==> src/rtl/uart_frame_reader_pkg.sv <==
// Shared types for the UART frame reader: FSM state encoding and frame word count.
// The word count includes the trailing checksum word when UART_FRAME_CHECKSUM_EN is defined.
package uart_frame_pkg;

    typedef enum logic [2:0] {IDLE, WAIT, POP, LATCH, DONE, ERROR} uart_frame_state_t;

    function automatic int total_words(input int num_bytes);
`ifdef UART_FRAME_CHECKSUM_EN
        return num_bytes + 1;
`else
        return num_bytes;
`endif
    endfunction

endpackage

==> src/rtl/uart_frame_reader_if.sv <==
// Bus between the RX FIFO / security controller (master) and the frame reader (slave).
// chk_err exists only when UART_FRAME_CHECKSUM_EN is defined.
interface uart_frame_reader_if #(
    parameter int DATA_W    = 8,
    parameter int NUM_BYTES = 4
);
    localparam int CNT_W = $clog2(NUM_BYTES + 2);

    logic                        start;
    logic                        rxempty;
    logic [DATA_W-1:0]           rxdata;
    logic                        uldrxdata;
    logic [NUM_BYTES*DATA_W-1:0] frame;
    logic [CNT_W-1:0]            count;
    logic                        busy;
    logic                        done;
    logic                        timeout_err;
`ifdef UART_FRAME_CHECKSUM_EN
    logic                        chk_err;

    modport master (output start, rxempty, rxdata,
                    input  uldrxdata, frame, count, busy, done, timeout_err, chk_err);
    modport slave  (input  start, rxempty, rxdata,
                    output uldrxdata, frame, count, busy, done, timeout_err, chk_err);
`else
    modport master (output start, rxempty, rxdata,
                    input  uldrxdata, frame, count, busy, done, timeout_err);
    modport slave  (input  start, rxempty, rxdata,
                    output uldrxdata, frame, count, busy, done, timeout_err);
`endif

endinterface

==> src/rtl/uart_frame_reader_timer.sv <==
// Idle-FIFO watchdog: clear/enable counter whose tc flag marks the last allowed wait cycle.
// TIMEOUT_CYC = 0 disables the watchdog (tc tied low).
module uart_frame_timer #(
    parameter int TIMEOUT_CYC = 1000
) (
    input  logic clk,
    input  logic reset,
    input  logic clr,
    input  logic en,
    output logic tc
);
    localparam int TW = (TIMEOUT_CYC > 0) ? $clog2(TIMEOUT_CYC + 1) : 1;

    generate
        if (TIMEOUT_CYC == 0) begin : g_off
            assign tc = 1'b0;
        end else begin : g_on
            logic [TW-1:0] cnt;

            always_ff @(posedge clk or posedge reset) begin
                if (reset)
                    cnt <= '0;
                else if (clr)
                    cnt <= '0;
                else if (en)
                    cnt <= cnt + TW'(1);
            end

            // The FSM leaves WAIT on tc, so the counter never advances past TIMEOUT_CYC-1.
            assign tc = (cnt == TW'(TIMEOUT_CYC - 1));
        end
    endgenerate

endmodule

==> src/rtl/uart_frame_reader.sv <==
// Pops NUM_BYTES words from the UART RX FIFO into one MSW-first frame, with idle watchdog.
// Optional trailing checksum word checked when UART_FRAME_CHECKSUM_EN is defined.
module uart_frame_reader
    import uart_frame_pkg::*;
#(
    parameter int DATA_W      = 8,
    parameter int NUM_BYTES   = 4,
    parameter int TIMEOUT_CYC = 1000
) (
    input  logic               clk,
    input  logic               reset,
    uart_frame_reader_if.slave bus
);
    localparam int TOTAL   = total_words(NUM_BYTES);
    localparam int CNT_W   = $clog2(NUM_BYTES + 2);
    localparam int FRAME_W = NUM_BYTES * DATA_W;

    uart_frame_state_t  state;
    logic [FRAME_W-1:0] frame_r;
    logic [CNT_W-1:0]   count_r;
    logic               uld_r;
    logic               busy_r;
    logic               done_r;
    logic               terr_r;
    logic               start_ok;
    logic               tmr_clr;
    logic               tmr_en;
    logic               tmr_tc;
`ifdef UART_FRAME_CHECKSUM_EN
    logic [DATA_W-1:0]  sum_r;
    logic               chk_r;
`endif

    assign start_ok = bus.start && (state == IDLE || state == DONE || state == ERROR);
    assign tmr_clr  = start_ok || (state == POP);
    assign tmr_en   = (state == WAIT) && bus.rxempty && !tmr_tc;

    uart_frame_timer #(.TIMEOUT_CYC(TIMEOUT_CYC)) u_timer (
        .clk   (clk),
        .reset (reset),
        .clr   (tmr_clr),
        .en    (tmr_en),
        .tc    (tmr_tc)
    );

    always_ff @(posedge clk or posedge reset) begin
        if (reset) begin
            state   <= IDLE;
            frame_r <= '0;
            count_r <= '0;
            uld_r   <= 1'b0;
            busy_r  <= 1'b0;
            done_r  <= 1'b0;
            terr_r  <= 1'b0;
`ifdef UART_FRAME_CHECKSUM_EN
            sum_r   <= '0;
            chk_r   <= 1'b0;
`endif
        end else begin
            uld_r <= 1'b0;
            case (state)
                IDLE, DONE, ERROR: begin
                    if (bus.start) begin
                        state   <= WAIT;
                        count_r <= '0;
                        busy_r  <= 1'b1;
                        done_r  <= 1'b0;
                        terr_r  <= 1'b0;
`ifdef UART_FRAME_CHECKSUM_EN
                        sum_r   <= '0;
                        chk_r   <= 1'b0;
`endif
                    end
                end
                WAIT: begin
                    if (!bus.rxempty) begin
                        state <= POP;
                        uld_r <= 1'b1;
                    end else if (tmr_tc) begin
                        state  <= ERROR;
                        busy_r <= 1'b0;
                        terr_r <= 1'b1;
                    end
                end
                POP: state <= LATCH;
                LATCH: begin
                    // rxdata is valid here, one cycle after the pop strobe.
                    for (int k = 0; k < NUM_BYTES; k++)
                        if (count_r == CNT_W'(k))
                            frame_r[(NUM_BYTES-1-k)*DATA_W +: DATA_W] <= bus.rxdata;
`ifdef UART_FRAME_CHECKSUM_EN
                    if (count_r < CNT_W'(NUM_BYTES))
                        sum_r <= sum_r + bus.rxdata;
                    else
                        chk_r <= (bus.rxdata != sum_r);
`endif
                    count_r <= count_r + CNT_W'(1);
                    if (count_r == CNT_W'(TOTAL - 1)) begin
                        state  <= DONE;
                        busy_r <= 1'b0;
                        done_r <= 1'b1;
                    end else begin
                        state <= WAIT;
                    end
                end
                default: state <= IDLE;
            endcase
        end
    end

    assign bus.uldrxdata   = uld_r;
    assign bus.frame       = frame_r;
    assign bus.count       = count_r;
    assign bus.busy        = busy_r;
    assign bus.done        = done_r;
    assign bus.timeout_err = terr_r;
`ifdef UART_FRAME_CHECKSUM_EN
    assign bus.chk_err     = chk_r;
`endif

endmodule

==> src/flat_wrapper.sv <==
// flat-port wrapper written by rule: the top's interface ports become plain ports
module uart_frame_reader_flat import uart_frame_pkg::*;
#(
    parameter int DATA_W      = 8,
    parameter int NUM_BYTES   = 4,
    parameter int TIMEOUT_CYC = 1000
)
  (clk, reset, bus_start, bus_rxempty, bus_rxdata, bus_uldrxdata, bus_frame, bus_count, bus_busy, bus_done, bus_timeout_err);
  uart_frame_reader_if #(.DATA_W(DATA_W), .NUM_BYTES(NUM_BYTES)) bus_i ();
  input  logic clk;
  input  logic reset;
  input wire logic [$bits(bus_i.start)-1:0] bus_start;
  input wire logic [$bits(bus_i.rxempty)-1:0] bus_rxempty;
  input wire logic [$bits(bus_i.rxdata)-1:0] bus_rxdata;
  output wire logic [$bits(bus_i.uldrxdata)-1:0] bus_uldrxdata;
  output wire logic [$bits(bus_i.frame)-1:0] bus_frame;
  output wire logic [$bits(bus_i.count)-1:0] bus_count;
  output wire logic [$bits(bus_i.busy)-1:0] bus_busy;
  output wire logic [$bits(bus_i.done)-1:0] bus_done;
  output wire logic [$bits(bus_i.timeout_err)-1:0] bus_timeout_err;
  assign bus_i.start = bus_start;
  assign bus_i.rxempty = bus_rxempty;
  assign bus_i.rxdata = bus_rxdata;
  assign bus_uldrxdata = bus_i.uldrxdata;
  assign bus_frame = bus_i.frame;
  assign bus_count = bus_i.count;
  assign bus_busy = bus_i.busy;
  assign bus_done = bus_i.done;
  assign bus_timeout_err = bus_i.timeout_err;
  uart_frame_reader #(.DATA_W(DATA_W), .NUM_BYTES(NUM_BYTES), .TIMEOUT_CYC(TIMEOUT_CYC)) u_core (.clk(clk), .reset(reset), .bus(bus_i));
endmodule
==> config.mk <==
export PLATFORM = sky130hd
export DESIGN_NAME = uart_frame_reader_flat
export DESIGN_NICKNAME = d
export VERILOG_FILES = /design/src/rtl/uart_frame_reader_pkg.sv /design/src/rtl/uart_frame_reader_if.sv /design/src/rtl/uart_frame_reader_timer.sv /design/src/rtl/uart_frame_reader.sv /design/src/flat_wrapper.sv
export SDC_FILE = /design/constraint.sdc
export NUM_CORES = 1
export LEC_CHECK = 0
export CORE_MARGIN = 5
export CORE_UTILIZATION = 50
export CTS_CLUSTER_SIZE = 16
export DETAILED_ROUTE_END_ITERATION = 8
export PLACE_DENSITY = 0.79
export SYNTH_ARGS = -nofsm -noshare
export SYNTH_HDL_FRONTEND = slang
export SYNTH_SLANG_ARGS = --single-unit
==> constraint.sdc <==
create_clock -name clk -period 2.9 [get_ports clk]
set_input_delay 0.435 -clock clk [delete_from_list [all_inputs] [get_ports clk]]
set_output_delay 0.435 -clock clk [all_outputs]
set_load 0.02 [all_outputs]
[Yosys cells after proc, flatten, opt, wreduce, memory -nomap -nowiden]
Index checks and enable logic that the tools add are counted.
Storage, ports and cells
  output and inout port bits: 39
  word-level logic and storage cells: 72
  flip-flop bits (word level): 52
Operators by class
  add/sub/neg operators: 2
  reduce and logical (&&, ||, !) cells: 23
  equal/unequal tests: 14
  multiplexer cells: 22
Operator list (count)
  10-bit 2-to-1 mux: 2
  3-bit 2-to-1 mux: 5
  3-bit by 2-bit equality test with 1-bit output (second input constant): 4
  3-bit case mux with 4 select lines: 1
  2-bit AND reduction: 6
  10-bit by 1-bit adder with 10-bit output (second input constant): 1
  10-bit equality test (second input constant): 1
  1-bit 2-to-1 mux: 10
  3-bit by 1-bit equality test with 1-bit output (second input constant): 2
  3-bit equality test (second input constant): 2
  3-bit zero test: 2
  3-bit case mux with 2 select lines: 1
  2-bit nonzero test: 3
  5-bit AND reduction: 1
  2-bit by 1-bit != test with 1-bit output (second input constant): 2
  2-bit != test (second input constant): 2
  1-bit case mux with 2 select lines: 2
  4-bit AND reduction: 1
  3-bit by 1-bit adder with 3-bit output (second input constant): 1
  1-bit logical AND: 3
  1-bit logical OR: 3
  3-bit by 2-bit != test with 1-bit output (second input constant): 1
  1-bit case mux with 3 select lines: 1
  3-bit AND reduction: 1
  other kinds (3): 3

[Longest topological paths before layout]
  word-level depth: 6
  depth in mapped cells: 6
  mapped depth without buffers: 5

[Hierarchy]
A second synthesis with hierarchy kept.
Second synthesis, totals
  cells, all modules: 185
  area total of the unflattened synthesis: 2348.5 um2
Modules (own cells, without submodules)
  uart_frame_reader: area each 1830.5 um2, times used 1, cells an instance 133
  uart_frame_timer: area each 518.0 um2, times used 1, cells an instance 52

[Worst setup path before layout]
No wires, ideal clock.
  path kind: register -> register
  start point: reg u_core.u_timer.g_on.cnt[0]
  end point: reg u_core.u_timer.g_on.cnt[3]
  slack: 1.209 ns
  stages on the path, launching flop included: 7
  path buffers: 1
  library setup time: 0.078 ns
  arrival time: 1.613 ns
  clock period less this slack: 1.691 ns
  cells stage by stage: dfrtp_1 > ha_1 > and4bb_1 > and4_1 > buf_6 > or3_1 > a21oi_1
Between the ends
  word-level cells in the longest chain between the ends: 4
  elaborated cells on any way between the ends: 7
  classes of those cells: add/sub: 1; eq/ne: 1; mux: 2; reduce/logical: 3
Ends and longest elaborated chain
  from (decl): line uart_frame_reader_timer.sv:18  | logic [TW-1:0] cnt;
  from (signal assigned): line uart_frame_reader_timer.sv:26  | cnt <= cnt + TW'(1);
  parallel branches: the longest is 4 deep, another holds 10-bit by 1-bit adder with 10-bit output
Several ways; the timed one is not identified. The select of a mux whose other input is x is not followed.
A chain may end at the register's enable or synchronous reset.

[Worst setup path after layout]
  start point: reg u_core.state[1]
  end point: reg u_core.frame_r[15], in the netlist u_core.bus.frame[15]
Between the ends
  word-level cells in the longest chain between the ends: 2
Ends and longest elaborated chain
  from (decl): line uart_frame_reader.sv:18  | uart_frame_state_t state;
  from (signal assigned): line uart_frame_reader.sv:48  | state <= IDLE;
  from (signal assigned): line uart_frame_reader.sv:64  | state <= WAIT;
  from (signal assigned): line uart_frame_reader.sv:77  | state <= POP;
  3-bit by 2-bit equality test with 1-bit output: line uart_frame_reader.sv:61  | case (state)
  2-bit AND reduction (no source line)
  to (signal, indexed assignment): line uart_frame_reader.sv:90  | frame_r[(NUM_BYTES-1-k)*DATA_W +: DATA_W] <= bus.rxdata;
  to (decl): line uart_frame_reader.sv:19  | logic [FRAME_W-1:0] frame_r;
No other way between the ends.

==> results.md <==
- Reg2Reg Capture Point: u_core.bus.frame[15]
- Post-layout power: 3.04 mW
- Post-synthesis instance total: 188
- Number of standard-cell rows in the floorplan: 24
- Leakage power summed over all cells: 1.25 nW
- Number of buffers between clock root and the deepest sink: 2
- Worst min-delay path class: in2async
- Synth Area in Compound Gates: 6.86%
- Ratio of routed vias to standard cells: 5.50
- Worst r2r path cells: 4
- Maximum VDD drop: 631 uV
- RSZ-0062 raised after global routing: false
- Worst Max-Slew Pin Slew: 0.580 ns
- Post-route setup TNS: 0 ns
- Critical path required time: 3.10 ns
- Number of antenna violations at the first check in global routing: 0
- H-tree depth reported by CTS: 2
- Pin count of the biggest net entering global routing: 47
- Net Sw Frac: 36.8%
- R2r startpoint: u_core.state[1]
- Adder-Cell Fraction of Synth Area: 3.21%
- Result of the run: finished, final reports clean
- Core ar.: 4440 um^2
- Data arrival, critical path: 2.17 ns
- Synthesized-area fraction occupied by xor and xnor cells: 1.87%
- Final hold violation count: 0
- Max-capacitance violation count: 0
- Cell class contributing the biggest share of worst-path delay: flip-flops
- Flop2flop setup slack: 0.93 ns
- Net count of the mapped netlist: 206
- Post-synthesis to final-layout area growth: 26.8%
- Later-pin clock latency in the skew report: 0.30 ns
- Number of antenna diodes: 0
- FF+latch count, synth: 52
- Sequential cell area fraction in the yosys report: 55.7%
- Initial cell density of the core: 52.6%
- Class of the most critical setup path: reg2reg
- Areal power density over the cells: 1030 nW/um^2
- Global routing usage summed across all routing layers: 16.3%
- Buf/Inv on CP: 1
- # nets final: 256
- Post-route insts no fill: 291
- Number of instances in the placed design: 283
- Multiplexer share of the synthesized area: 15.9%
- # port buffers: 50
- Combinational share of power: 46.4%
- Layout cell share with drive strength beyond 1: 19.7%
- Post-detailed-placement half-perimeter wirelength: 3340 um
- Total wire length after detailed routing: 4660 um
- Commonest register cell after synthesis: dfrtp_1
- Gp weighted congestion: 0.812
- Die Area: 6140 um^2
- Remaining antenna violation count: 0
- DR vias: 1601
- Count of pins on the block boundary: 51
- Post-CTS sizing: 0
- Combinational family with the most area after synthesis: multiplexers
- Portion of total power attributed to the clock network: 13.9%
- Internal power component: 1.92 mW
- Root buffer selected by CTS: clkbuf_8
- Count of synthesis-stage warnings from yosys: 0
- Worst clock skew: 0.00962 ns
- Endpoint class of the critical path: flip-flop
- Final worst path period need: 1.97 ns
- Beginning of the critical path: u_core.state[1]
- Largest fanout on the critical path: 18
- Sum of overflow across all layers after global routing: 0
- Post-synthesis instance area: 2340 um^2
- First DRT Iteration DRCs: 95
- Endpoints failing setup: 0
- Y dimension of the die: 78.4 um
- Clock buffers created by TritonCTS: 5
- Worst slack after detailed placement: 0.801 ns
- Switch Pwr: 1.12 mW
- Tcrit/Tclk final: 68.1%
- Routed wirelength normalized by instance count: 16.0 um
- Crit-path slowest cell: dfrtp_1
- Setup repair bufs after CTS: 0
- CP Launch Type: flip-flop
- Number of synthesized flops with an enable pin: 0
- Maximum clock frequency: 507 MHz
- Clock tree from TritonCTS: built
- Final worst slack: 0.926 ns
- Hold buffer count at cts: 0
- Sinks on Clock Net: 52
- Number of detailed-routing iterations run before antenna repair: 4
- Worst relative slew slack: 61.1%
- Wire length of the first global-routing pass: 7960 um
- Synth Area in Simple Gates: 13.3%
- Async S/R FF share, synth: 100%
- Crit-path max cell delay: 0.68 ns
- Clk slew on worst S/H paths: 0.09 ns
- Residual DRC: 0
- Horizontal die dimension: 78.4 um
- Synthesized area per cell: 12.4 um^2
- Relative contribution of sequential cells to total power: 39.6%
- Total count of max-transition violations in the final report: 0
- Worst-path cell chain: inv_1 -> nor4b_4 -> nand2_2 -> mux2_1
- Synth unique cells: 41
- Via count of the first global-routing pass: 1602
## cell usage after synthesis (2+ instances only)
master / number / area (um^2)
a21oi_1: 13 / 65.1
and4bb_1: 2 / 25.0
buf_2: 3 / 15.0
buf_6: 2 / 22.5
clkbuf_1: 2 / 7.51
dfrtp_1: 52 / 1300
ha_1: 6 / 75.1
inv_1: 6 / 22.5
mux2_2: 31 / 349
nand2_1: 6 / 22.5
nand2_2: 3 / 18.8
nand2b_1: 2 / 12.5
nand3_1: 4 / 20.0
nand4_1: 5 / 31.3
nor2_1: 13 / 48.8
nor3_1: 4 / 20.0
nor4_1: 3 / 18.8
o21ai_0: 4 / 20.0
or3_1: 2 / 12.5
xnor2_1: 4 / 35.0
## layer usage
layer,global-route usage (%),vias up,wire length [um]
met3,4.92,4,232
met2,25.3,42,2240
met5,0,-,0
li1,-,774,-
met4,5.59,0,37
met1,21.8,781,2150
## flip-flops by register name, summed over array words and instances, names as in the netlist
name / cells
u_core.u_timer.g_on.cnt: 10
u_core.bus.timeout_err: 1
u_core.state: 3
u_core.bus.uldrxdata: 1
u_core.bus.frame: 32
u_core.bus.count: 3
u_core.bus.done: 1
u_core.bus.busy: 1
## final cells by class
| type | count | area (um^2) |
|---|---|---|
| fillers | 343 | 1480 |
| flip-flops and latches | 52 | 1300 |
| multi-input cells | 122 | 960 |
| repair buffers | 51 | 520 |
| clock buffers | 7 | 86.3 |
| well taps | 52 | 65.1 |
| inverters | 6 | 22.5 |
| clock inverters | 1 | 7.51 |
## worst register-to-register path, cell delays in order (launching register included)
cell and delay (ns):
dfrtp_1 0.68, inv_1 0.22, nor4b_4 0.39, nand2_2 0.23, mux2_1 0.35
## metrics by stage
stage / hold WS, ns / cell area (um^2) / util (%)
final: 0.338 / 2960 / 66.7
after global routing: 0.333 / 2960 / 66.7
after CTS: 0.329 / 2960 / 66.7
after detailed placement: 0.492 / 2870 / 64.6
after global placement: 0.486 / 2870 / 64.6
after floorplan: 0.472 / 2340 / -
## layout by cell type (no fill, tap or decap), types with 5 or more instances in the layout
cell type / netlist / layout
a21oi_1: 13 / 13
clkbuf_8: 0 / 6
clkdlybuf4s50_1: 0 / 50
dfrtp_1: 52 / 52
ha_1: 6 / 6
inv_1: 6 / 5
mux2_2: 31 / 31
nand2_1: 6 / 6
nand4_1: 5 / 5
nor2_1: 13 / 13
## cell families after synthesis
kind of cell | Yosys count
muxes | 33
and+or+nand+nor | 52
xor gates and xnor gates | 5
buffers and inverters | 14
DFF | 52
AOI/OAI and AO/OA | 26
adders and majority gates | 6
## worst max path at each step
stage,endpoint,slack [ns],cells past startpoint
4_1_cts,u_core.bus.frame[15],0.93,4
2_1_floorplan,u_core.bus.busy,1.21,1
3_3_place_gp,u_core.u_timer.g_on.cnt[9],0.85,5
5_1_grt,u_core.bus.frame[15],0.78,4
6_report,u_core.bus.frame[15],0.93,4
3_5_place_dp,u_core.u_timer.g_on.cnt[3],0.80,5
## power by group through the flow
stage / logic [mW] / registers [mW] / clock network, mW
after floorplan: 0.566 / 1.46 / 0
after detailed placement: 1.43 / 1.22 / 0
after global placement: 1.40 / 1.21 / 0
after CTS: 1.43 / 1.21 / 0.437
final: 1.41 / 1.21 / 0.424
after global routing: 1.51 / 1.26 / 0.472
Power figures use the tool's default switching activity.
